## src/rtl/uart_pkg.sv

```systemverilog
// Shared UART definitions for the transmit and receive sides.
// Contents: FSM state encoding, line levels, bits per byte, and a helper
// that gives the width of an index/counter for a given range (minimum 1).
package uart_pkg;

  typedef enum logic [1:0] {
    StIdle  = 2'd0,
    StStart = 2'd1,
    StData  = 2'd2,
    StStop  = 2'd3
  } uart_state_e;

  localparam int unsigned BITS_PER_BYTE = 8;
  localparam logic        START_LEVEL   = 1'b0;
  localparam logic        STOP_LEVEL    = 1'b1;
  localparam logic        IDLE_LEVEL    = 1'b1;

  // Width needed to count 0..n-1, never less than one bit.
  function automatic int unsigned idx_width(int unsigned n);
    return (n > 1) ? $clog2(n) : 1;
  endfunction

endpackage

```

## src/rtl/uart_baud_tick.sv

```systemverilog
// Baud-rate divider: counts 0..clocksPerBit-1 and wraps.
// Ports:
//   i_clock      - clock, rising edge
//   i_reset      - asynchronous active-low reset
//   i_clear      - synchronous clear; holds the count at zero while high
//   o_bit_done   - one-cycle pulse in the last cycle of each bit period
module uart_baud_tick
  import uart_pkg::*;
#(
  parameter int unsigned clocksPerBit = 434
) (
  input  logic i_clock,
  input  logic i_reset,
  input  logic i_clear,
  output logic o_bit_done
);

  localparam int unsigned     CntW   = idx_width(clocksPerBit);
  localparam logic [CntW-1:0] CntMax = CntW'(clocksPerBit - 1);

  logic [CntW-1:0] r_count;
  logic            w_wrap;

  assign w_wrap     = (r_count == CntMax);
  assign o_bit_done = w_wrap && !i_clear;

  always_ff @(posedge i_clock or negedge i_reset) begin
    if (!i_reset) begin
      r_count <= '0;
    end else if (i_clear || w_wrap) begin
      r_count <= '0;
    end else begin
      r_count <= r_count + 1'b1;
    end
  end

endmodule

```

## src/rtl/fifo_uart_tx.sv

```systemverilog
// FIFO-draining UART transmitter: pops bitWidth-bit words from a head-visible
// FIFO read port and sends each as bitWidth/8 consecutive 8N1 bytes, LSB byte
// first, with no gap between bytes of a word.
// Ports:
//   i_clock          - clock, rising edge
//   i_reset          - asynchronous active-low reset
//   i_tx_enable      - permits starting a new word (sampled only when idle)
//   i_fifo_empty     - FIFO empty flag
//   i_fifo_pop_data  - FIFO head word
//   o_fifo_pop       - one-cycle pop pulse to the FIFO
//   o_txd            - registered serial line, idle high
//   o_busy           - high while a word is being serialized
module fifo_uart_tx
  import uart_pkg::*;
#(
  parameter int unsigned bitWidth     = 32,
  parameter int unsigned clocksPerBit = 434
) (
  input  logic                i_clock,
  input  logic                i_reset,
  input  logic                i_tx_enable,
  input  logic                i_fifo_empty,
  input  logic [bitWidth-1:0] i_fifo_pop_data,
  output logic                o_fifo_pop,
  output logic                o_txd,
  output logic                o_busy
);

  localparam int unsigned         BytesPerWord = bitWidth / BITS_PER_BYTE;
  localparam int unsigned         ByteIdxW     = idx_width(BytesPerWord);
  localparam logic [ByteIdxW-1:0] LastByte     = ByteIdxW'(BytesPerWord - 1);
  localparam logic [2:0]          LastBit      = 3'(BITS_PER_BYTE - 1);

  uart_state_e               r_state, w_state_next;
  logic [bitWidth-1:0]       r_word, w_word_next;
  logic [2:0]                r_bit_idx, w_bit_idx_next;
  logic [ByteIdxW-1:0]       r_byte_idx, w_byte_idx_next;
  logic                      r_txd, w_txd_next;

  logic                      w_bit_done;
  logic                      w_baud_clear;
  logic [BITS_PER_BYTE-1:0]  w_cur_byte;
  logic [2:0]                w_bit_idx_inc;

  // Including i_reset keeps the pop low while reset is asserted, even though
  // the registered state alone would already read idle.
  assign o_fifo_pop = (r_state == StIdle) && !i_fifo_empty && i_tx_enable && i_reset;
  assign o_busy     = (r_state != StIdle);
  assign o_txd      = r_txd;

  assign w_cur_byte    = r_word[BITS_PER_BYTE-1:0];
  assign w_bit_idx_inc = r_bit_idx + 3'd1;

  // Holding the divider clear while idle aligns it to the start-bit entry;
  // every later bit is exactly one wrap long, so it stays aligned without
  // further clears.
  assign w_baud_clear = (r_state == StIdle);

  uart_baud_tick #(
    .clocksPerBit (clocksPerBit)
  ) u_baud_tick (
    .i_clock    (i_clock),
    .i_reset    (i_reset),
    .i_clear    (w_baud_clear),
    .o_bit_done (w_bit_done)
  );

  always_comb begin
    w_state_next    = r_state;
    w_word_next     = r_word;
    w_bit_idx_next  = r_bit_idx;
    w_byte_idx_next = r_byte_idx;
    w_txd_next      = r_txd;

    case (r_state)
      StIdle: begin
        w_txd_next = IDLE_LEVEL;
        if (o_fifo_pop) begin
          w_state_next    = StStart;
          w_word_next     = i_fifo_pop_data;
          w_byte_idx_next = '0;
          w_txd_next      = START_LEVEL;
        end
      end
      StStart: begin
        if (w_bit_done) begin
          w_state_next   = StData;
          w_bit_idx_next = 3'd0;
          w_txd_next     = w_cur_byte[0];
        end
      end
      StData: begin
        if (w_bit_done) begin
          if (r_bit_idx == LastBit) begin
            w_state_next = StStop;
            w_txd_next   = STOP_LEVEL;
          end else begin
            w_bit_idx_next = w_bit_idx_inc;
            w_txd_next     = w_cur_byte[w_bit_idx_inc];
          end
        end
      end
      StStop: begin
        if (w_bit_done) begin
          if (r_byte_idx != LastByte) begin
            w_state_next    = StStart;
            w_byte_idx_next = r_byte_idx + 1'b1;
            w_word_next     = r_word >> BITS_PER_BYTE;
            w_txd_next      = START_LEVEL;
          end else begin
            w_state_next = StIdle;
            w_txd_next   = IDLE_LEVEL;
          end
        end
      end
      default: begin
        w_state_next = StIdle;
        w_txd_next   = IDLE_LEVEL;
      end
    endcase
  end

  always_ff @(posedge i_clock or negedge i_reset) begin
    if (!i_reset) begin
      r_state    <= StIdle;
      r_word     <= '0;
      r_bit_idx  <= '0;
      r_byte_idx <= '0;
      r_txd      <= IDLE_LEVEL;
    end else begin
      r_state    <= w_state_next;
      r_word     <= w_word_next;
      r_bit_idx  <= w_bit_idx_next;
      r_byte_idx <= w_byte_idx_next;
      r_txd      <= w_txd_next;
    end
  end

endmodule
```

## config.mk

```make
export PLATFORM = sky130hd
export DESIGN_NAME = fifo_uart_tx
export DESIGN_NICKNAME = d
export VERILOG_FILES = /design/src/rtl/uart_pkg.sv /design/src/rtl/uart_baud_tick.sv /design/src/rtl/fifo_uart_tx.sv
export SDC_FILE = /design/constraint.sdc
export NUM_CORES = 1
export LEC_CHECK = 0
export ABC_AREA = 1
export CAP_MARGIN = 20
export CORE_ASPECT_RATIO = 1.25
export CORE_MARGIN = 2
export CORE_UTILIZATION = 55
export DETAILED_ROUTE_END_ITERATION = 8
export PLACE_DENSITY = 0.8
export SLEW_MARGIN = 0
export SYNTH_ARGS = -nofsm -noshare
export SYNTH_HDL_FRONTEND = slang
export SYNTH_SLANG_ARGS = --single-unit
```

## constraint.sdc

```tcl
create_clock -name i_clock -period 2 [get_ports i_clock]
set_input_delay 0.3 -clock i_clock [delete_from_list [all_inputs] [get_ports i_clock]]
set_output_delay 0.3 -clock i_clock [all_outputs]
set_load 0.02 [all_outputs]
```

==> out/qor.yml, run 1 <==
power_and_ir_drop:
  power.density_nw_per_um2: 1360
  leakagePower_nw: 1.84
  power.total_mw: 4.62
  ir_drop_v: 0.000591
synthesis:
  synthesis.instances: 392
  syn-num-nets: 438
  synth_cell_types: 27
  synth_top_family_by_area: "simple AND/OR/NAND/NOR gates"
  ys_ff_latch: 49
  synth_xor_area_share_pct: 0
  ys_top_cells_by_area: "dfrtp_1 42%, nand2_1 25%, nand4_1 7.5%, inv_1 4.6%, ha_1 4.4%"
  synth.top_cell.area_share_pct: 42.3
  muxShareOfSynthArea_pct: 0
  yosysSeqAreaShare_pct: 43.3
  yosys_warnings: 0
  synth_compound_area_share_pct: 2.78
  synthesis.area_um2: 2840
  yosys.area_share.simple_pct: 40.7
  avgSynthCellArea_um2: 7.24
  synth_top_area_cell: "dfrtp_1"
  synth_fa_ha_area_share_pct: 4.41
cts:
  path_clk_slew_ps: 90
  cts_tree: "done"
  ctsHoldBuffers: 0
  cts_buffers: 5
  cts_root_buf: "clkbuf_8"
  max-clock-path-buffers: 2
  clk_latency_ps: 310
  clkSinkCount: 49
  h-tree-depth: 2
  post_cts_buffers: 0
worst_setup_path:
  cpPeakStageDelay_ps: 400
  cp_common_cell: "inv_1"
  end_kind: "output port"
  critPathMaxFanout: 5
  cp_slowest_cell: "dfrtp_1"
  path_cells: "inv_1, ha_2, inv_1, dlygate4sd2_1"
  crit_type: "reg2out"
  crit_required_ps: 1700
  cp-start-kind: "flop"
  cp.arrival_ps: 1600
die:
  die_w_um: 68.2
  floorplan.rows: 29
  core_area_um2: 5040
  dieArea_um2: 5750
  initial_core_util_pct: 56.3
  ios: 39
  die_h_um: 84.3
routing:
  routedWlPerCell_um: 12.7
  dr.pass1.iters: 4
  routed-via-count: 2634
  drcViolationCount: 0
  finalWirelength_mm: 6.28
  routed_via_density: 5.33
  ant_nets: 0
  drtIter0Drc: 146
final_layout:
  final_cell_mix: "188 x nand2_1, 48 x dfrtp_1, 35 x inv_1, 35 x clkdlybuf4s50_1, 34 x nand4_1"
  drive_gt1_share_pct: 7.41
  instances_no_fill: 494
  fin_nets: 477
  antenna_cells: 0
  synthToLayoutAreaGrowth_pct: 19.5
  layout_commonest_cell: "nand2_1"
  fin_area_um2: 3390
global_routing:
  grt.overflow.total: 0
  grt_usage_pct: 23.9
  antenna_found_initial: 0
  grt_max_degree: 50
  grt_pass1_wl_mm: 10.7
  grt_pass1_vias: 2539
timing:
  drv_slew: 0
  max_freq_mhz: 527
  fin_crit_sh_pct: 95.0
  tightest_slew_ps: 619
  finalHoldViolations: 0
  maxSlewHeadroom_pct: 58.7
  fin_crit_ps: 1900
  setup_viol: 0
  finClkSkew_ps: 7.63
placed_design:
  dp_hpwl_mm: 4.18
  place.gp.congestion: 0.796
  post_dp_cell_area_um2: 3260
  placed_cells: 485
  port_buffers: 38
job:
  max-cap-violations: 0
hold_path:
  min_path_type: "in2async"
status:
  status: "completed"
what timing repair did:
action,in CTS,in global routing
cloned,0,1
endpoints found under the setup margin,2,36
gates resized for setup,2,5
worst max-delay path: cells and delay by family, from the launching register on:
family | cells | cell delay, ps
buf+inv | 3 | 660
flops | 1 | 400
fa+ha+maj | 1 | 220
flip-flops by register name (all words and copies together) (netlist names):
signal,count
u_baud_tick.r_count,9
r_bit_idx,3
r_word,32
r_state,2
r_byte_idx,2
o_txd,1
final timing paths:
path,start,to,slack [ps],cells past startpoint
setup / recovery,r_state[0],o_busy,100,4
hold / removal,i_reset,r_bit_idx[2],100,2
setup reg to reg,r_state[0],r_word[15],130,8
hold reg to reg,r_word[27],r_word[27],470,2
max in group asynchronous,i_reset,r_word[30],1470,2
min in group i_clock,r_word[27],r_word[27],470,2
stage by stage:
step                      setup TNS, ps  util, %  hold WS (ps)  setup WS, ps
final                                 0     67.3           104           101
after global routing              -12.4     67.3           163         -12.4
after CTS                             0     66.7           143          18.1
after detailed placement              0     64.7           459          41.9
after global placement                0     64.7           453          92.4
after floorplan                       0        -          4.41           300
synth_stat cells, drive strengths merged:
cell type	count
a211oi	1
a21oi	7
buf	12
clkbuf	6
dfrtp	48
dfstp	1
ha	10
inv	37
nand2	189
nand3	12
nand4	34
nor2	21
nor3	6
nor3b	2
o21ai	5
or2	1
per-layer routing:
layer	global-route usage, %	routed length, um	share of wire, %	up-vias
met4	9.09	109	1.7	0
met2	43.0	3350	53	65
met3	3.22	254	4.0	9
met1	27.8	2570	41	1244
li1	-	-	-	1316
met5	0	0	0	-
logic make-up after synthesis:
group	after synthesis
buf+inv	55
flops	49
fa+ha+maj	10
simple gates	265
compound gates	13
where the power goes:
part,switching [mW],internal [mW],total (mW)
Clock,0.333,0.313,0.646
Combinational,1.55,0.822,2.37
Sequential,0.222,1.39,1.61
cell type report:
class	count	area (um2)
Fill cell	440	1650
Sequential cell	49	1230
Multi-Input combinational cell	289	1380
Inverter	37	141
Clock inverter	1	5.00
Tap cell	62	77.6
Timing Repair Buffer	49	464
Clock buffer	7	96.3
Note: power is estimated with default switching activity, not from simulation.
==> run 2, diff against run 1 <==
--- a/config.mk
+++ b/config.mk
@@ -11,7 +11,7 @@
 export CORE_MARGIN = 2
 export CORE_UTILIZATION = 55
 export DETAILED_ROUTE_END_ITERATION = 8
-export PLACE_DENSITY = 0.8
+export PLACE_DENSITY = 0.89
 export SLEW_MARGIN = 0
 export SYNTH_ARGS = -nofsm -noshare
 export SYNTH_HDL_FRONTEND = slang
==> run 2 against run 1 <==
Compared with the run above:
- global-route usage shrank 0.68 points
- routed wire length is essentially flat
- clock skew grew 2.3 ps
- critical path depth grew 1
- cell count shrank 0.81%
- flip-flop and latch count is the same
- setup slack lost 13 ps
- die area is the same
- first-iteration DRC count shrank 21%
- total power shrank 2.2%
- combinational power is essentially flat
- critical path type unchanged
- critical endpoint is now o_fifo_pop
==> out/qor.yml, run 2 (synthesis results as in run 1) <==
status:
  status: "completed"
timing:
  finalHoldViolations: 0  # unchanged
  fin_tns_setup_ps: 0  # unchanged
  maxSlewHeadroom_pct: 58.3  # -0.43 points
  timing.final.ws_setup_ps: 87.4  # -13.4 ps
  fin_crit_sh_pct: 95.6  # +0.67 points
  setup_viol: 0  # unchanged
  drv_slew: 0  # unchanged
  rsz0062_at_grt: "no"
  finClkSkew_ps: 9.88  # +2.25 ps
  max_freq_mhz: 523  # -0.70%
  fin_crit_ps: 1910  # +13.4 ps
  tightest_slew_ps: 626  # +6.43 ps
final_layout:
  layout_commonest_cell: "nand2_1"
  instances_no_fill: 490  # -0.81%
  largest_register_ff_count: 32  # unchanged
  fin_nets: 474  # -0.63%
  synthToLayoutAreaGrowth_pct: 18.7
  largestRegisters: "r_word (32), u_baud_tick.r_count (9), r_bit_idx (3)"
  fin_area_um2: 3370  # -0.66%
  antenna_cells: 0  # unchanged
  registers.top_by_ff_count: "r_word"
  final_cell_mix: "188 x nand2_1, 48 x dfrtp_1, 35 x inv_1, 35 x clkdlybuf4s50_1, 34 x nand4_1"
  drive_gt1_share_pct: 6.31  # -1.1 points
routing:
  routedWlPerCell_um: 12.8  # +0.77%
  dr.pass1.iters: 4  # unchanged
  drtIter0Drc: 115  # -21%
  ant_nets: 0  # unchanged
  drcViolationCount: 0  # unchanged
  drt-met1-wl_mm: 2.51  # -2.1%
  met3_length_um: 241  # -5.1%
  routed_via_density: 5.33  # about the same
  routed-via-count: 2611  # -0.87%
  finalWirelength_mm: 6.28  # about the same
  highest_layer: "met4"
  met2WireLength_mm: 3.39  # +1.3%
job:
  max-cap-violations: 0  # unchanged
worst_setup_path:
  cp-start-kind: "flop"
  cpPeakStageDelay_ps: 430  # +30 ps
  path_buf_inv: 3  # unchanged
  cp_common_cell: "inv_1"
  critPathMaxFanout: 5  # unchanged
  crit_family: "buffers and inverters"
  crit_required_ps: 1700  # about the same
  crit_type: "reg2out"
  cp.arrival_ps: 1610  # about the same
  end_kind: "output port"
  path_cells: "inv_1, ha_2, nand3_1, inv_1, dlygate4sd2_1"
  cp_slowest_cell: "dfrtp_1"
placed_design:
  placed_cells: 482  # -0.62%
  post_dp_cell_area_um2: 3270  # about the same
  port_buffers: 38  # unchanged
  place.gp.congestion: 0.822  # +3.2%
  dp_slack_ps: -13.7  # -55.7 ps
  dp_hpwl_mm: 4.24  # +1.5%
die:
  floorplan.rows: 29  # unchanged
  die_w_um: 68.2  # unchanged
  core_area_um2: 5040  # unchanged
  die_h_um: 84.3  # unchanged
  dieArea_um2: 5750  # unchanged
  ios: 39  # unchanged
  initial_core_util_pct: 56.3  # unchanged
cts:
  cts_buffers: 5  # unchanged
  cts_tree: "done"
  post_cts_buffers: 0  # unchanged
  ctsHoldBuffers: 0  # unchanged
  h-tree-depth: 2  # unchanged
  max-clock-path-buffers: 2  # unchanged
  clkSinkCount: 49  # unchanged
  cts_root_buf: "clkbuf_8"
  clk_latency_ps: 300  # about the same
  path_clk_slew_ps: 80  # about the same
power_and_ir_drop:
  power.density_nw_per_um2: 1340  # -1.6%
  ir_drop_v: 0.000604  # +2.3%
  leakagePower_nw: 1.83  # -0.78%
hold_path:
  min_path_type: "in2async"
global_routing:
  grt_max_degree: 50  # unchanged
  grt.overflow.total: 0  # unchanged
  grt_pass1_vias: 2563  # +0.95%
  antenna_found_initial: 0  # unchanged
  grt_pass1_wl_mm: 10.4  # -3.3%
  grt_usage_pct: 23.2  # -0.68 points
-- run 2: changes by cell type in the layout (fill, tap and decap cells not counted) --
cell,delta
clkbuf_1,+1
dlygate4sd2_1,+1
clkbuf_8,-2
buf_6,-1
clkinv_2,-1
buf_12,+2
buf_4,-4
clkinv_4,+1
clkdlybuf4s15_1,-1
-- run 2: layer usage --
metal / vias up / GRT usage (%)
met3: 15 / 3.49
met2: 74 / 42.6
li1: 1312 / -
met1: 1210 / 26.5
met4: 0 / 7.64
met5: - / 0
-- run 2: path summary, 6_finish.rpt --
path                       slack, ps  startpoint             to  cells past startpoint
setup / recovery                  90  r_state[0]     o_fifo_pop                      5
hold / removal                   110     i_reset     r_state[0]                      2
setup reg to reg                 100  r_state[0]  r_byte_idx[0]                      8
hold reg to reg                  480   r_word[9]      r_word[9]                      2
max in group asynchronous       1470     i_reset     r_word[23]                      2
min in group i_clock             480   r_word[9]      r_word[9]                      2
-- run 2: stage by stage --
step                      power [mW]  hold WS, ps  utilization, %
after global placement          3.79          455            64.8
after global routing            4.90          172            66.8
after floorplan                 3.37         4.41               -
after CTS                       4.45          145            66.4
final                           4.52          111            66.8
after detailed placement        3.88          459            64.8
-- run 2: area by class of cell --
| cell class | instances | area, um2 |
|---|---|---|
| fill | 419 | 1670 |
| multi-input combinational | 289 | 1380 |
| sequential | 49 | 1230 |
| timing repair buffer | 46 | 462 |
| inverter | 37 | 141 |
| tap | 62 | 77.6 |
| clock buffer | 6 | 72.6 |
| clock inverter | 1 | 8.76 |
-- run 2: timing repair --
action,CTS,global route
pin swaps,0,0
endpoints found under the setup margin,2,32
resized for setup,3,2
gates cloned,0,1
hold endpoints to repair,0,0
-- run 2: where the power goes --
part	switching, mW	leakage, nW	internal, mW
Combinational	1.51	1.16	0.824
Sequential	0.225	0.627	1.38
Clock	0.330	0.0412	0.243
Total	2.07	1.83	2.45
-- run 2: worst reg2reg max path, cell delays in order (launching register included) --
cell and delay [ps]:
dfrtp_1 430, inv_1 170, ha_2 250, nand3_1 100
buf_4 150, nand2_1 230, nand3_4 260, nand2_1 160
nand2_1 60
